## src/rtl/shift_sequencer_if.sv

```systemverilog
// Command/result handshake bundle between a requester and shift_sequencer.
interface shift_sequencer_if #(
  parameter int unsigned WIDTH = 8,
  parameter int unsigned CNT_W = 4
) ();
  logic             cmd_valid;
  logic             cmd_ready;
  logic [WIDTH-1:0] cmd_data;
  logic [CNT_W-1:0] cmd_count;
  logic             cmd_asr;
  logic             res_valid;
  logic             res_ready;
  logic [WIDTH-1:0] res_data;

  modport master (
    output cmd_valid, cmd_data, cmd_count, cmd_asr, res_ready,
    input  cmd_ready, res_valid, res_data
  );

  modport slave (
    input  cmd_valid, cmd_data, cmd_count, cmd_asr, res_ready,
    output cmd_ready, res_valid, res_data
  );
endinterface

```

## src/rtl/shift_sequencer.sv

```systemverilog
// Sequences an external load/shift-right register: one load, N shifts, then result.
// Optional SHIFT_CLAMP_EN clamps the captured shift count to WIDTH.
module shift_sequencer #(
  parameter int unsigned WIDTH = 8,
  parameter int unsigned CNT_W = 4
) (
  input  logic              clock,
  input  logic              reset_n,
  shift_sequencer_if.slave  req,
  output logic [WIDTH-1:0]  sh_load_val,
  output logic              sh_load_n,
  output logic              sh_shift,
  output logic              sh_asr,
  input  logic [WIDTH-1:0]  sh_q,
  output logic              busy
);

  typedef enum logic [1:0] {IDLE, LOAD, SHIFT, DONE} state_e;

  state_e           state_q, state_d;
  logic [CNT_W-1:0] cnt_q, cnt_d;
  logic [CNT_W-1:0] count_in;
  logic [WIDTH-1:0] load_val_q, load_val_d;
  logic             asr_q, asr_d;
  logic             cmd_ready_q, cmd_ready_d;
  logic             load_n_q, load_n_d;
  logic             shift_q, shift_d;
  logic             res_valid_q, res_valid_d;
  logic             busy_q, busy_d;

`ifdef SHIFT_CLAMP_EN
  assign count_in = (32'(req.cmd_count) > WIDTH) ? CNT_W'(WIDTH) : req.cmd_count;
`else
  assign count_in = req.cmd_count;
`endif

  always_comb begin
    state_d    = state_q;
    cnt_d      = cnt_q;
    load_val_d = load_val_q;
    asr_d      = asr_q;
    case (state_q)
      IDLE: begin
        if (req.cmd_valid && cmd_ready_q) begin
          load_val_d = req.cmd_data;
          asr_d      = req.cmd_asr;
          cnt_d      = count_in;
          state_d    = LOAD;
        end
      end
      LOAD:  state_d = (cnt_q == '0) ? DONE : SHIFT;
      SHIFT: begin
        cnt_d = cnt_q - CNT_W'(1);
        if (cnt_q == CNT_W'(1)) state_d = DONE;
      end
      DONE: begin
        if (req.res_ready) state_d = IDLE;
      end
      default: state_d = IDLE;
    endcase

    // Control outputs are decoded from the next state so they are flops
    // that line up exactly with the state they belong to.
    cmd_ready_d = (state_d == IDLE);
    load_n_d    = (state_d != LOAD);
    shift_d     = (state_d == SHIFT);
    res_valid_d = (state_d == DONE);
    busy_d      = (state_d != IDLE);
  end

  always_ff @(posedge clock) begin
    if (!reset_n) begin
      state_q     <= IDLE;
      cnt_q       <= '0;
      load_val_q  <= '0;
      asr_q       <= 1'b0;
      cmd_ready_q <= 1'b0;
      load_n_q    <= 1'b1;
      shift_q     <= 1'b0;
      res_valid_q <= 1'b0;
      busy_q      <= 1'b0;
    end else begin
      state_q     <= state_d;
      cnt_q       <= cnt_d;
      load_val_q  <= load_val_d;
      asr_q       <= asr_d;
      cmd_ready_q <= cmd_ready_d;
      load_n_q    <= load_n_d;
      shift_q     <= shift_d;
      res_valid_q <= res_valid_d;
      busy_q      <= busy_d;
    end
  end

  assign sh_load_val   = load_val_q;
  assign sh_load_n     = load_n_q;
  assign sh_shift      = shift_q;
  assign sh_asr        = asr_q;
  assign busy          = busy_q;
  assign req.cmd_ready = cmd_ready_q;
  assign req.res_valid = res_valid_q;
  // The shifter holds in DONE, so passing sh_q through keeps res_data stable.
  assign req.res_data  = res_valid_q ? sh_q : '0;

endmodule

```

## src/flat_wrapper.sv

```systemverilog
// flat-port wrapper written by rule: the top's interface ports become plain ports
module shift_sequencer_flat 
#(
  parameter int unsigned WIDTH = 8,
  parameter int unsigned CNT_W = 4
)
  (clock, reset_n, sh_load_val, sh_load_n, sh_shift, sh_asr, sh_q, busy, req_cmd_valid, req_cmd_data, req_cmd_count, req_cmd_asr, req_res_ready, req_cmd_ready, req_res_valid, req_res_data);
  shift_sequencer_if #(.WIDTH(WIDTH), .CNT_W(CNT_W)) req_i ();
  input  logic clock;
  input  logic reset_n;
  output logic [WIDTH-1:0] sh_load_val;
  output logic sh_load_n;
  output logic sh_shift;
  output logic sh_asr;
  input  logic [WIDTH-1:0] sh_q;
  output logic busy;
  input wire logic [$bits(req_i.cmd_valid)-1:0] req_cmd_valid;
  input wire logic [$bits(req_i.cmd_data)-1:0] req_cmd_data;
  input wire logic [$bits(req_i.cmd_count)-1:0] req_cmd_count;
  input wire logic [$bits(req_i.cmd_asr)-1:0] req_cmd_asr;
  input wire logic [$bits(req_i.res_ready)-1:0] req_res_ready;
  output wire logic [$bits(req_i.cmd_ready)-1:0] req_cmd_ready;
  output wire logic [$bits(req_i.res_valid)-1:0] req_res_valid;
  output wire logic [$bits(req_i.res_data)-1:0] req_res_data;
  assign req_i.cmd_valid = req_cmd_valid;
  assign req_i.cmd_data = req_cmd_data;
  assign req_i.cmd_count = req_cmd_count;
  assign req_i.cmd_asr = req_cmd_asr;
  assign req_i.res_ready = req_res_ready;
  assign req_cmd_ready = req_i.cmd_ready;
  assign req_res_valid = req_i.res_valid;
  assign req_res_data = req_i.res_data;
  shift_sequencer #(.WIDTH(WIDTH), .CNT_W(CNT_W)) u_core (.clock(clock), .reset_n(reset_n), .req(req_i), .sh_load_val(sh_load_val), .sh_load_n(sh_load_n), .sh_shift(sh_shift), .sh_asr(sh_asr), .sh_q(sh_q), .busy(busy));
endmodule
```

## config.mk

```make
export PLATFORM = sky130hd
export DESIGN_NAME = shift_sequencer_flat
export DESIGN_NICKNAME = d
export VERILOG_FILES = /design/src/rtl/shift_sequencer_if.sv /design/src/rtl/shift_sequencer.sv /design/src/flat_wrapper.sv
export SDC_FILE = /design/constraint.sdc
export NUM_CORES = 1
export LEC_CHECK = 0
export BUFFER_PORTS_ARGS = -buffer_cell sky130_fd_sc_hd__buf_4
export CORE_AREA = 2 2 49 51
export CTS_BUF_LIST = sky130_fd_sc_hd__clkbuf_8 sky130_fd_sc_hd__clkbuf_16
export CTS_CLUSTER_SIZE = 30
export DETAILED_ROUTE_END_ITERATION = 8
export DIE_AREA = 0 0 51 53
export PLACE_DENSITY = 0.76
export SYNTH_ARGS = -nofsm -noshare
export SYNTH_HDL_FRONTEND = slang
export SYNTH_SLANG_ARGS = --single-unit
```

## constraint.sdc

```tcl
create_clock -name clock -period 1.29 [get_ports clock]
set_input_delay 0.258 -clock clock [delete_from_list [all_inputs] [get_ports clock]]
set_output_delay 0.258 -clock clock [all_outputs]
set_load 0.05 [all_outputs]
```

# After elaboration in Yosys (flattened, before gate mapping)
# Index checks and enable logic that the tools add are counted.
totals:
  ff_bits: 20
  output_inout_bits: 22
  input_bits: 25
  wordCells: 34
classes:
  reduce_logical: 8
  n_eq_ne: 8
  muxes: 8
  n_addsub: 1
ops:
  columns: ["op", "count"]
  rows:
  - ["2-bit == test (second input constant)", 4]
  - ["8-bit 2-to-1 mux", 1]
  - ["2-bit case mux with 4 select lines", 1]
  - ["4-bit case mux with 2 select lines", 1]
  - ["2-bit 2-to-1 mux", 3]
  - ["4-bit by 1-bit == test with 1-bit output (second input constant)", 1]
  - ["2-bit logical NOT", 2]
  - ["4-bit logical NOT", 1]
  - ["4-bit 2-to-1 mux", 1]
  - ["2-bit by 1-bit != test with 1-bit output (second input constant)", 2]
  - ["2-bit AND reduction", 2]
  - ["2-bit nonzero test", 2]
  - ["4-bit by 1-bit subtractor with 4-bit output (second input constant)", 1]
  - ["2-bit by 1-bit == test with 1-bit output (second input constant)", 1]
  - ["1-bit logical AND", 1]
  - ["1-bit 2-to-1 mux", 1]

# Longest topological paths before layout
# Gate-level depths: netlist of run 1.
logic_depth:
  depth_word: 4
  depth_mapped: 5
  ltp_nobuf: 5

# Least setup slack after synthesis of run 1
# Ideal clock, no wire load.
synth_path:
  path_kind: "reg2out"
  startpoint: "reg u_core.res_valid_q (netlist: u_core.req.res_valid)"
  endpoint: "out req_res_data[0]"
  path_buffers: 0
  slack_ns: -0.156
  required_ns: 1.032
  t_arrival_ns: 1.188
  stages_incl_launch_ff: 2
  path_cell_list: "dfxtp_1 and2_1"
synth_between:
  elab_chain_len: 1
synth_lines:
  columns: ["element", "line_no", "rtl"]
  rows:
  - ["start: declaration", "shift_sequencer.sv:28", "logic res_valid_q, res_valid_d;"]
  - ["start signal: assignment", "shift_sequencer.sv:90", "res_valid_q <= res_valid_d;"]
  - ["8-bit 2-to-1 mux", "shift_sequencer.sv:103", "assign req.res_data = res_valid_q ? sh_q : '0;"]
  - ["end: declaration", "flat_wrapper.sv:24", "output wire logic [$bits(req_i.res_data)-1:0] req_res_data;"]
# No other way between the ends.

# Worst setup path in the final report of run 1
layout_path:
  startpoint: "reg u_core.cnt_q[1]"
  endpoint: "reg u_core.load_n_q (netlist: u_core.sh_load_n)"
layout_between:
  elab_chain_len: 4
  elab_cells_between_ends: 6
  cone_classes: "2 x eq/ne; 3 x mux; 1 x reduce/logical"
layout_lines:
  columns: ["element", "line_no", "rtl"]
  rows:
  - ["start: declaration", "shift_sequencer.sv:21", "logic [CNT_W-1:0] cnt_q, cnt_d;"]
  - ["start signal: assignment", "shift_sequencer.sv:84", "cnt_q <= cnt_d;"]
  - ["4-bit by 1-bit == test with 1-bit output or 4-bit logical NOT (tied branches)", "shift_sequencer.sv:54, shift_sequencer.sv:51", null]
  - ["2-bit 2-to-1 mux or 1-bit 2-to-1 mux (tied branches)", "shift_sequencer.sv:54, shift_sequencer.sv:51", null]
  - ["2-bit case mux with 4 select lines (*)", "shift_sequencer.sv:42", "case (state_q)"]
  - ["2-bit by 1-bit != test with 1-bit output (*)", "shift_sequencer.sv:65", "load_n_d = (state_d != LOAD);"]
  - ["end signal: assignment", "shift_sequencer.sv:88", "load_n_q <= load_n_d;"]
  - ["end: declaration", "shift_sequencer.sv:26", "logic load_n_q, load_n_d;"]
# Every way passes the cells marked *; elsewhere a longest branch is shown, timed or not.
# A chain may end at the register's enable or synchronous reset.

==> out/metrics.yaml, run 1 <==
critPathLaunchType: "register"
cp_data_arrival_time_ns: 1.44
synth.avg_cell_area_um2: 8.641
clock-skew-final_ns: 0.005420
detailed_place_hpwl_um: 1824
path_class: "reg2reg"
fp.dieArea_mm2: 0.002703
routedWlPerCell_um: 14.17
drt_iter0_markers: 23
holdWs_ns: 0.2374
synth_flop_cell: "dfxtp_1"
cts_buffer_depth: 2
max_stage_delay_ns: 0.33
die_h_um: 53
yosysSeqAreaShare_pct: 43.30
final_nets: 189
final_cells: 188
rows: 17
cts_buffers: 3
final_core_util_pct: 69.37
ys_warn_count: 0
cts_tree: "yes"
worst_pin_slew_ns: 0.4527
antenna_found_initial: 0
slowest_stage: "dfxtp_2"
cp.buffers_inverters: 1
timing.final.crit_share_pct: 101.7
clockRootBuffer: "clkbuf_8"
power_per_cell_area_mw_per_mm2: 1813
period_minus_slack_ns: 1.312
via_count: 986
final_antenna_net_count: 0
hold_path.class: "in2reg"
vias_per_cell: 5.245
gp_congestion: 0.8126
crit_chain: "inv_2, ha_4, nand3b_1, a211oi_4, o211ai_1"
initial_utilization_pct: 43.04
first_pass_iters: 4
grt_pass1_vias: 846
max-slew-margin-rel_pct: 69.50
num_io_pins: 47
area_growth_pct: 61.16
route.detailed.drc: 0
finalHoldViolations: 0
grt_pass1_wl_um: 3684
synthArstFlopShare_pct: 0
placed_cell_area_mm2: 0.001343
setup_viol: 1
syn_nets: 135
synthTopCellsByArea: "dfxtp_1 43%, nand2_1 8.5%, a21oi_1 6.5%"
synth-seq-cells: 20
fill_cells: 177
netlist_instances: 107
dp_cells: 182
clkTransAtPathRegs_ns: 0.08
core_mm2: 0.002148
status: "finished, violations left"
grt_max_degree: 13
die_width_um: 51
max-vdd-ir-drop_mv: 0.9734
grt_usage_pct: 18.42
slew_viol_final: 0
cp_max_fo: 4
clock.fmax_mhz: 762.3
cts_sinks: 20
critPathRequiredTime_ns: 1.42
power.leakage_nw: 0.6353
wl_um: 2664
ctsHtreeMaxLevel: 1
yosysUniqueCellTypes: 34
antenna_cells: 0
syn_area_um2: 924.6
port_buffers: 46
globalRouteOverflowTotal: 0
drive_gt1_share_pct: 50.63
fin_ws_ns: -0.02184
critPathTopFamily: "compound AO/OA/AOI/OAI gates"
synth_edf_count: 0
rsz0062_at_grt: "yes"
yosysTopAreaCellShare_pct: 43.30
final_area_mm2: 0.001490
critPathCaptureType: "register"
violations: "setup timing"
max-cap-violations: 0
insertion_delay_ns: 0.26
yosys.area.top_type: "dfxtp_1"
[metal layers]
metal  global-route usage (%)  share of wire (%)
met2                    31.17                 52
met3                    3.955                6.6
met4                    11.26                2.7
met5                        0                  0
met1                    21.18                 39
[where the power goes]
part	switching [mW]	internal, mW	total, mW
clock network	0.216	0.414	0.630
logic	0.692	0.501	1.19
registers	0.124	0.755	0.879
total	1.03	1.67	2.70
[worst register-to-register path, stage by stage, from the launching register on]
cell	delay, ns
dfxtp_2	0.33
inv_2	0.10
ha_4	0.15
nand3b_1	0.12
a211oi_4	0.33
o211ai_1	0.13
[repair_timing]
action / CTS / global route
endpoints found under the setup margin: 8 / 22
pin swaps: 0 / 4
gates resized for setup: 3 / 16
buffers inserted: 0 / 2
hold endpoints to repair: 0 / 0
hold buffers: 0 / 0
[path summary, 6_finish.rpt]
kind,from,slack (ns),cells past startpoint,end
setup / recovery,u_core.cnt_q[1]$_SDFFE_PN0P_,-0.02,5,u_core.sh_load_n$_SDFF_PN1_
hold / removal,reset_n,0.24,2,u_core.sh_load_n$_SDFF_PN1_
setup reg to reg,u_core.cnt_q[1]$_SDFFE_PN0P_,-0.02,5,u_core.sh_load_n$_SDFF_PN1_
hold reg to reg,u_core.sh_load_val[0]$_SDFFE_PN0P_,0.46,2,u_core.sh_load_val[0]$_SDFFE_PN0P_
[placed cells by master (no fill, tap or decap), types with 2 or more instances in the layout]
master and n:
clkbuf_8 3, buf_4 53, dfxtp_4 3, nand3_1 2
dfxtp_1 14, a21oi_1 12, nand2_1 21, nand3b_1 2
nor3b_1 2, dfxtp_2 3, nor3_1 2, nor2_1 2
a211oi_1 3, ha_4 2, and2_2 8, o21ai_0 4
[cell usage after synthesis, drive strengths merged (2+ instances only)]
master,count
buf,5
inv,2
and2,8
nand3,2
nor3,2
nand3b,2
nor3b,2
ha,3
nor4b,2
a21oi,12
nor2,2
a211oi,4
o21ai,4
dfxtp,20
nand2,21
[metrics by stage]
stage	worst slack [ns]	setup TNS [ns]	power [mW]
3_3_place_gp	-0.03511	-0.03511	1.902
3_5_place_dp	-0.01680	-0.04103	1.931
6_report	-0.02184	-0.02184	2.702
4_1_cts	-0.01047	-0.01047	2.567
2_1_floorplan	0.09685	0	1.586
5_1_grt	-0.07967	-0.2054	2.817
[kinds of logic after synthesis]
| logic type | after synthesis | synth area share, % |
|---|---|---|
| buffers and inverters | 9 | 5.547 |
| xor gates and xnor gates | 1 | 0.9474 |
| DFF | 20 | 43.30 |
| muxes | 1 | 1.218 |
| and+or+nand+nor | 47 | 27.61 |
| AOI/OAI and AO/OA | 26 | 17.32 |
| adders and majority gates | 3 | 4.060 |
[state kept, by name (all words and copies together) (netlist names)]
signal / flops
u_core.sh_load_val: 8
u_core.req.cmd_ready: 1
u_core.cnt_q: 4
u_core.sh_asr: 1
u_core.sh_shift: 1
u_core.sh_load_n: 1
u_core.busy: 1
u_core.state_q: 2
u_core.req.res_valid: 1
[area by class of cell]
| cell class | count | area, um^2 | share of cell area, % |
|---|---|---|---|
| Multi-Input combinational cell | 78 | 525.5 | 35.26 |
| Timing Repair Buffer | 55 | 429.2 | 28.80 |
| Sequential cell | 20 | 415.4 | 27.88 |
| Clock buffer | 3 | 41.29 | 2.771 |
| Tap cell | 28 | 35.03 | 2.351 |
| Clock inverter | 1 | 30.03 | 2.015 |
| Inverter | 3 | 13.76 | 0.9236 |
Note: power is estimated with default switching activity, not from simulation.
==> inputs of run 2 (changes only) <==
- BUFFER_PORTS_ARGS: -buffer_cell sky130_fd_sc_hd__buf_4 -> -buffer_cell sky130_fd_sc_hd__buf_2
- clock period: 1.29 -> 1.5 ns (I/O delays scaled with it)
==> run 2 against run 1 <==
- routed wire length down 11%
- first-iteration DRC count down 30%
- die area unchanged
- power down 22%
- the run now ends clean
- clock skew down 0.00078 ns
- non-clock buffer count down 4
- global-route usage down 0.28 points
- clock-buffer cell count unchanged
==> out/metrics.yaml, run 2 (synthesized netlist as in run 1, its figures left out) <==
area_growth_pct: 36.13
critPathCaptureType: "output pin"
vias_per_cell: 5.147  # -1.9%
worst_pin_slew_ns: 0.3607  # -0.09202 ns
power.total_mw: 2.099  # -22%
route.detailed.drc: 0  # unchanged
timing.final.crit_share_pct: 93.26
cts_setup_buffers: 0  # unchanged
setup_viol: 0  # -1
globalRouteOverflowTotal: 0  # unchanged
path_class: "reg2out"
status: "completed"
rrSetupSlack_ns: 0.11  # +0.13 ns
initial_utilization_pct: 43.04  # unchanged
cp_data_arrival_time_ns: 1.10  # -0.34 ns
crit_chain: "and2_1, buf_2"
tns_ns: 0  # +0.02184 ns
slew_viol_final: 0  # unchanged
slowest_stage: "dfxtp_1"
routedWlPerCell_um: 12.92  # -8.8%
cts_tree: "yes"
grt_max_degree: 14  # +1
num_io_pins: 47  # unchanged
power_per_cell_area_mw_per_mm2: 1668  # -8.0%
antenna_cells: 0  # unchanged
drive_gt1_share_pct: 37.18  # -13 points
clock.fmax_mhz: 714.8
final_common_cell: "buf_2"
rsz0062_at_grt: "no"
cp_max_fo: 9  # +5
final_antenna_net_count: 0  # unchanged
final_cell_mix: "46 x buf_2, 21 x nand2_1, 20 x dfxtp_1"
die_h_um: 53  # unchanged
via_count: 947  # -4.0%
cts_sinks: 20  # unchanged
die_width_um: 51  # unchanged
drt_iter0_markers: 16  # -30%
max-cap-violations: 0  # unchanged
grt_usage_pct: 18.14  # -0.28 points
critPathRequiredTime_ns: 1.20  # -0.22 ns
period_minus_slack_ns: 1.399
ctsHtreeMaxLevel: 1  # unchanged
holdWs_ns: 0.2709  # +0.03354 ns
largest_reg_flops: 8  # unchanged
fp.dieArea_mm2: 0.002703  # unchanged
port_buffers: 46  # unchanged
first_pass_iters: 4  # unchanged
finalHoldViolations: 0  # unchanged
grt_pass1_wl_um: 3663  # -0.57%
power.leakage_nw: 0.5732  # -9.8%
gp_congestion: 0.8082  # -0.54%
max-vdd-ir-drop_mv: 0.9270  # -4.8%
hold_path.class: "in2reg"
cts_buffer_depth: 2  # unchanged
insertion_delay_ns: 0.26  # about the same
detailed_place_hpwl_um: 1724  # -5.5%
cts_buffers: 3  # unchanged
max-slew-margin-rel_pct: 75.91  # +6.4 points
antenna_found_initial: 0  # unchanged
cp.buffers_inverters: 1  # unchanged
final_nets: 185  # -2.1%
clkTransAtPathRegs_ns: 0.08  # about the same
critPathTopFamily: "flip-flops"
clock-skew-final_ns: 0.004644  # -0.0007761 ns
final_core_util_pct: 58.59  # -11 points
rows: 17  # unchanged
core_mm2: 0.002148  # unchanged
grt_pass1_vias: 873  # +3.2%
max_stage_delay_ns: 0.41  # +0.08 ns
wl_um: 2377  # -11%
critPathLaunchType: "register"
clockRootBuffer: "clkbuf_8"
-- run 2: cell types whose count changed in the layout (fill, tap and decap cells not counted), sizes merged --
cell	delta
buf	-4
-- run 2: report_power, final --
part	total [mW]	internal (mW)	switching [mW]
sequential	0.728	0.637	0.0918
combinational	0.834	0.287	0.547
clock	0.537	0.356	0.180
-- run 2: metal layers --
metal	wire length [um]	GRT usage (%)	vias up
met5	0	0	-
met4	42	10.36	0
met3	170	2.542	4
met2	1163	33.55	48
met1	1001	19.69	424
li1	-	-	471
-- run 2: metrics by stage --
stage / worst slack (ns) / instance area (um^2) / instances
2_1_floorplan: 0.01190 / 924.6 / 107
3_3_place_gp: 0.2478 / 1187 / 180
3_5_place_dp: 0.1850 / 1187 / 180
4_1_cts: 0.08668 / 1259 / 184
5_1_grt: 0.02739 / 1259 / 184
6_report: 0.1010 / 1259 / 184
-- run 2: layout make-up --
cell class | instances | area (um^2)
inverters | 3 | 11.26
clock inverters | 1 | 30.03
fillers | 206 | 889.6
well taps | 28 | 35.03
flip-flops and latches | 20 | 400.4
repair buffers | 51 | 267.8
multi-input cells | 78 | 473.0
clock buffers | 3 | 41.29
-- run 2: worst paths after layout --
kind | from | endpoint | cells after the start
setup reg to reg | u_core.state_q[1]$_SDFF_PN0_ | u_core.cnt_q[2]$_SDFFE_PN0P_ | 3
hold / removal | req_cmd_asr | u_core.sh_asr$_SDFFE_PN0P_ | 3
setup / recovery | u_core.req.res_valid$_SDFF_PN0_ | req_res_data[3] | 2
hold reg to reg | u_core.sh_load_val[1]$_SDFFE_PN0P_ | u_core.sh_load_val[1]$_SDFFE_PN0P_ | 2
-- run 2: worst min-delay path: cells and delay by family --
kind | cells | cell delay (ns)
buffers and inverters | 1 | 0.09
AO/OA/AOI/OAI | 1 | 0.05
AND/OR/NAND/NOR | 1 | 0.04
-- run 2: repair_timing --
item                       CTS  global route
hold buffers                 0             0
hold endpoints to repair     0             0
setup endpoints to repair    0             1
resized for setup            0             1
==> inputs of run 3 (changes only) <==
- RECOVER_POWER: not set -> 50
==> run 3 against run 2 <==
- clock power barely moved
- power fell by 0.97%
- worst setup slack got worse by 0.0042 ns
- combinational power fell by 2.5%
- clock-buffer cell count did not move
- first-iteration DRC count rose by 13%
- flip-flop and latch count did not move
- critical path type unchanged
- largest cell class unchanged
- largest power group unchanged
==> out/metrics.yaml, run 3 (synthesized netlist as in run 1, its figures left out) <==
vias_per_cell: 5.158  # +0.21%
final_antenna_net_count: 0  # unchanged
gp_congestion: 0.8082  # unchanged
hold_buffers: 0  # unchanged
critPathRequiredTime_ns: 1.20  # about the same
placed_cell_area_mm2: 0.001187  # unchanged
worst_pin_slew_ns: 0.6077  # +0.2470 ns
die_width_um: 51  # unchanged
final_core_util_pct: 57.83  # -0.76 points
p_int_mw: 1.259  # -1.6%
detailed_place_hpwl_um: 1724  # unchanged
slew_viol_final: 0  # unchanged
port_buffers: 46  # unchanged
grt_max_degree: 14  # unchanged
power_switching_mw: 0.8196  # about the same
wl_met1_um: 1024  # +2.3%
critPathCaptureType: "output pin"
first_pass_iters: 4  # unchanged
slowest_stage: "dfxtp_1"
clockRootBuffer: "clkbuf_8"
pwr-share-seq_pct: 35.1  # +0.4 points
globalRouteOverflowTotal: 0  # unchanged
die_h_um: 53  # unchanged
power.total_mw: 2.079  # -0.97%
wl_um: 2344  # -1.4%
tns_ns: 0  # unchanged
critPathTopFamily: "flip-flops"
finalHoldViolations: 0  # unchanged
wl_met2_um: 1143  # -1.7%
cts_tree: "yes"
max-slew-margin-rel_pct: 59.66  # -16 points
comb_power_share_pct: 39.1  # -0.6 points
cts_sinks: 20  # unchanged
final_nets: 185  # unchanged
cp_max_fo: 9  # unchanged
path_class: "reg2out"
num_io_pins: 47  # unchanged
fp.dieArea_mm2: 0.002703  # unchanged
cts_buffer_depth: 2  # unchanged
ctsHtreeMaxLevel: 1  # unchanged
final_area_mm2: 0.001242  # -1.3%
critPathLaunchType: "register"
routedWlPerCell_um: 12.74  # -1.4%
cp_data_arrival_time_ns: 1.10  # about the same
max_stage_delay_ns: 0.42  # about the same
drt_iter0_markers: 18  # +2
fin_ws_ns: 0.09686  # -0.004168 ns
largest_reg_flops: 8  # unchanged
via_count: 949  # +0.21%
rsz0062_at_grt: "no"
final_cell_mix: "32 x buf_2, 21 x nand2_1, 20 x dfxtp_1"
setup_viol: 0  # unchanged
period_minus_slack_ns: 1.403  # +0.004168 ns
antenna_found_initial: 0  # unchanged
route.detailed.drc: 0  # unchanged
highest_layer: "met4"
pwr-share-clk_pct: 25.8  # +0.2 points
hold_path.class: "in2reg"
place_ws_ns: 0.1850  # unchanged
grt_usage_pct: 18.14  # unchanged
max-vdd-ir-drop_mv: 0.9183  # -0.95%
antenna_cells: 0  # unchanged
status: "completed"
area_growth_pct: 34.37
crit_chain: "and2_1, buf_2"
final_common_cell: "buf_2"
power_per_cell_area_mw_per_mm2: 1673  # +0.32%
sw_frac_of_total_pct: 39.43  # +0.40 points
initial_utilization_pct: 43.04  # unchanged
cts_buffers: 3  # unchanged
clock-skew-final_ns: 0.005013  # +0.0003693 ns
insertion_delay_ns: 0.26  # about the same
timing.final.crit_share_pct: 93.54  # +0.28 points
wl_met3_um: 126  # -26%
fill_cells: 216  # +4.9%
rows: 17  # unchanged
drive_gt1_share_pct: 30.13  # -7.1 points
max-cap-violations: 0  # unchanged
clock.fmax_mhz: 712.7  # -0.30%
grt_pass1_wl_um: 3663  # unchanged
cp.buffers_inverters: 1  # unchanged
grt_pass1_vias: 873  # unchanged
power.leakage_nw: 0.5283  # -7.8%
clkTransAtPathRegs_ns: 0.08  # about the same
core_mm2: 0.002148  # unchanged
==> run 3: changes by cell type in the layout (fill, tap and decap cells not counted), sizes merged <==
| cell | change |
|---|---|
| buf | -14 |
| clkbuf | +14 |
==> run 3: worst paths after layout <==
kind | from | to | slack, ns | cells after the start
min reg2reg | u_core.sh_load_val[1]$_SDFFE_PN0P_ | u_core.sh_load_val[1]$_SDFFE_PN0P_ | 0.46 | 2
max | u_core.req.res_valid$_SDFF_PN0_ | req_res_data[3] | 0.1 | 2
min | req_cmd_asr | u_core.sh_asr$_SDFFE_PN0P_ | 0.27 | 3
max reg2reg | u_core.state_q[1]$_SDFF_PN0_ | u_core.cnt_q[2]$_SDFFE_PN0P_ | 0.12 | 3
==> run 3: worst register-to-register path: cells and delay by family (launching register included) <==
family | cells | cell delay [ns]
simple gates | 2 | 0.43
flops | 1 | 0.53
compound gates | 1 | 0.30
==> run 3: stage by stage <==
stage	cells	hold slack, ns
after floorplan	107	0.3889
after global placement	180	0.4399
after detailed placement	180	0.4450
after CTS	184	0.2688
after global routing	184	0.2857
final	184	0.2711
==> run 3: power groups by stage <==
stage | Combinational, mW | Clock [mW] | Sequential (mW)
6_report | 0.813 | 0.536 | 0.730
5_1_grt | 0.876 | 0.564 | 0.744
4_1_cts | 0.833 | 0.544 | 0.725
3_5_place_dp | 0.817 | 0 | 0.737
3_3_place_gp | 0.803 | 0 | 0.729
2_1_floorplan | 0.426 | 0 | 0.931
==> run 3: cell type report <==
class	instances	area, um^2	area share (%)
multi-input cells	78	473.0	38.07
well taps	28	35.03	2.820
clock buffers	3	41.29	3.323
inverters	3	11.26	0.9063
flip-flops and latches	20	400.4	32.23
repair buffers	51	251.5	20.24
clock inverters	1	30.03	2.417
==> run 3: layer usage <==
layer,GRT usage (%),vias up
li1,-,471
met1,19.69,431
met2,33.55,41
met3,2.542,6
met4,10.36,0
met5,0,-
==> run 3: repair_timing <==
item	CTS	global route
setup endpoints to repair	0	1
buffers inserted	0	0
gates resized for setup	0	1
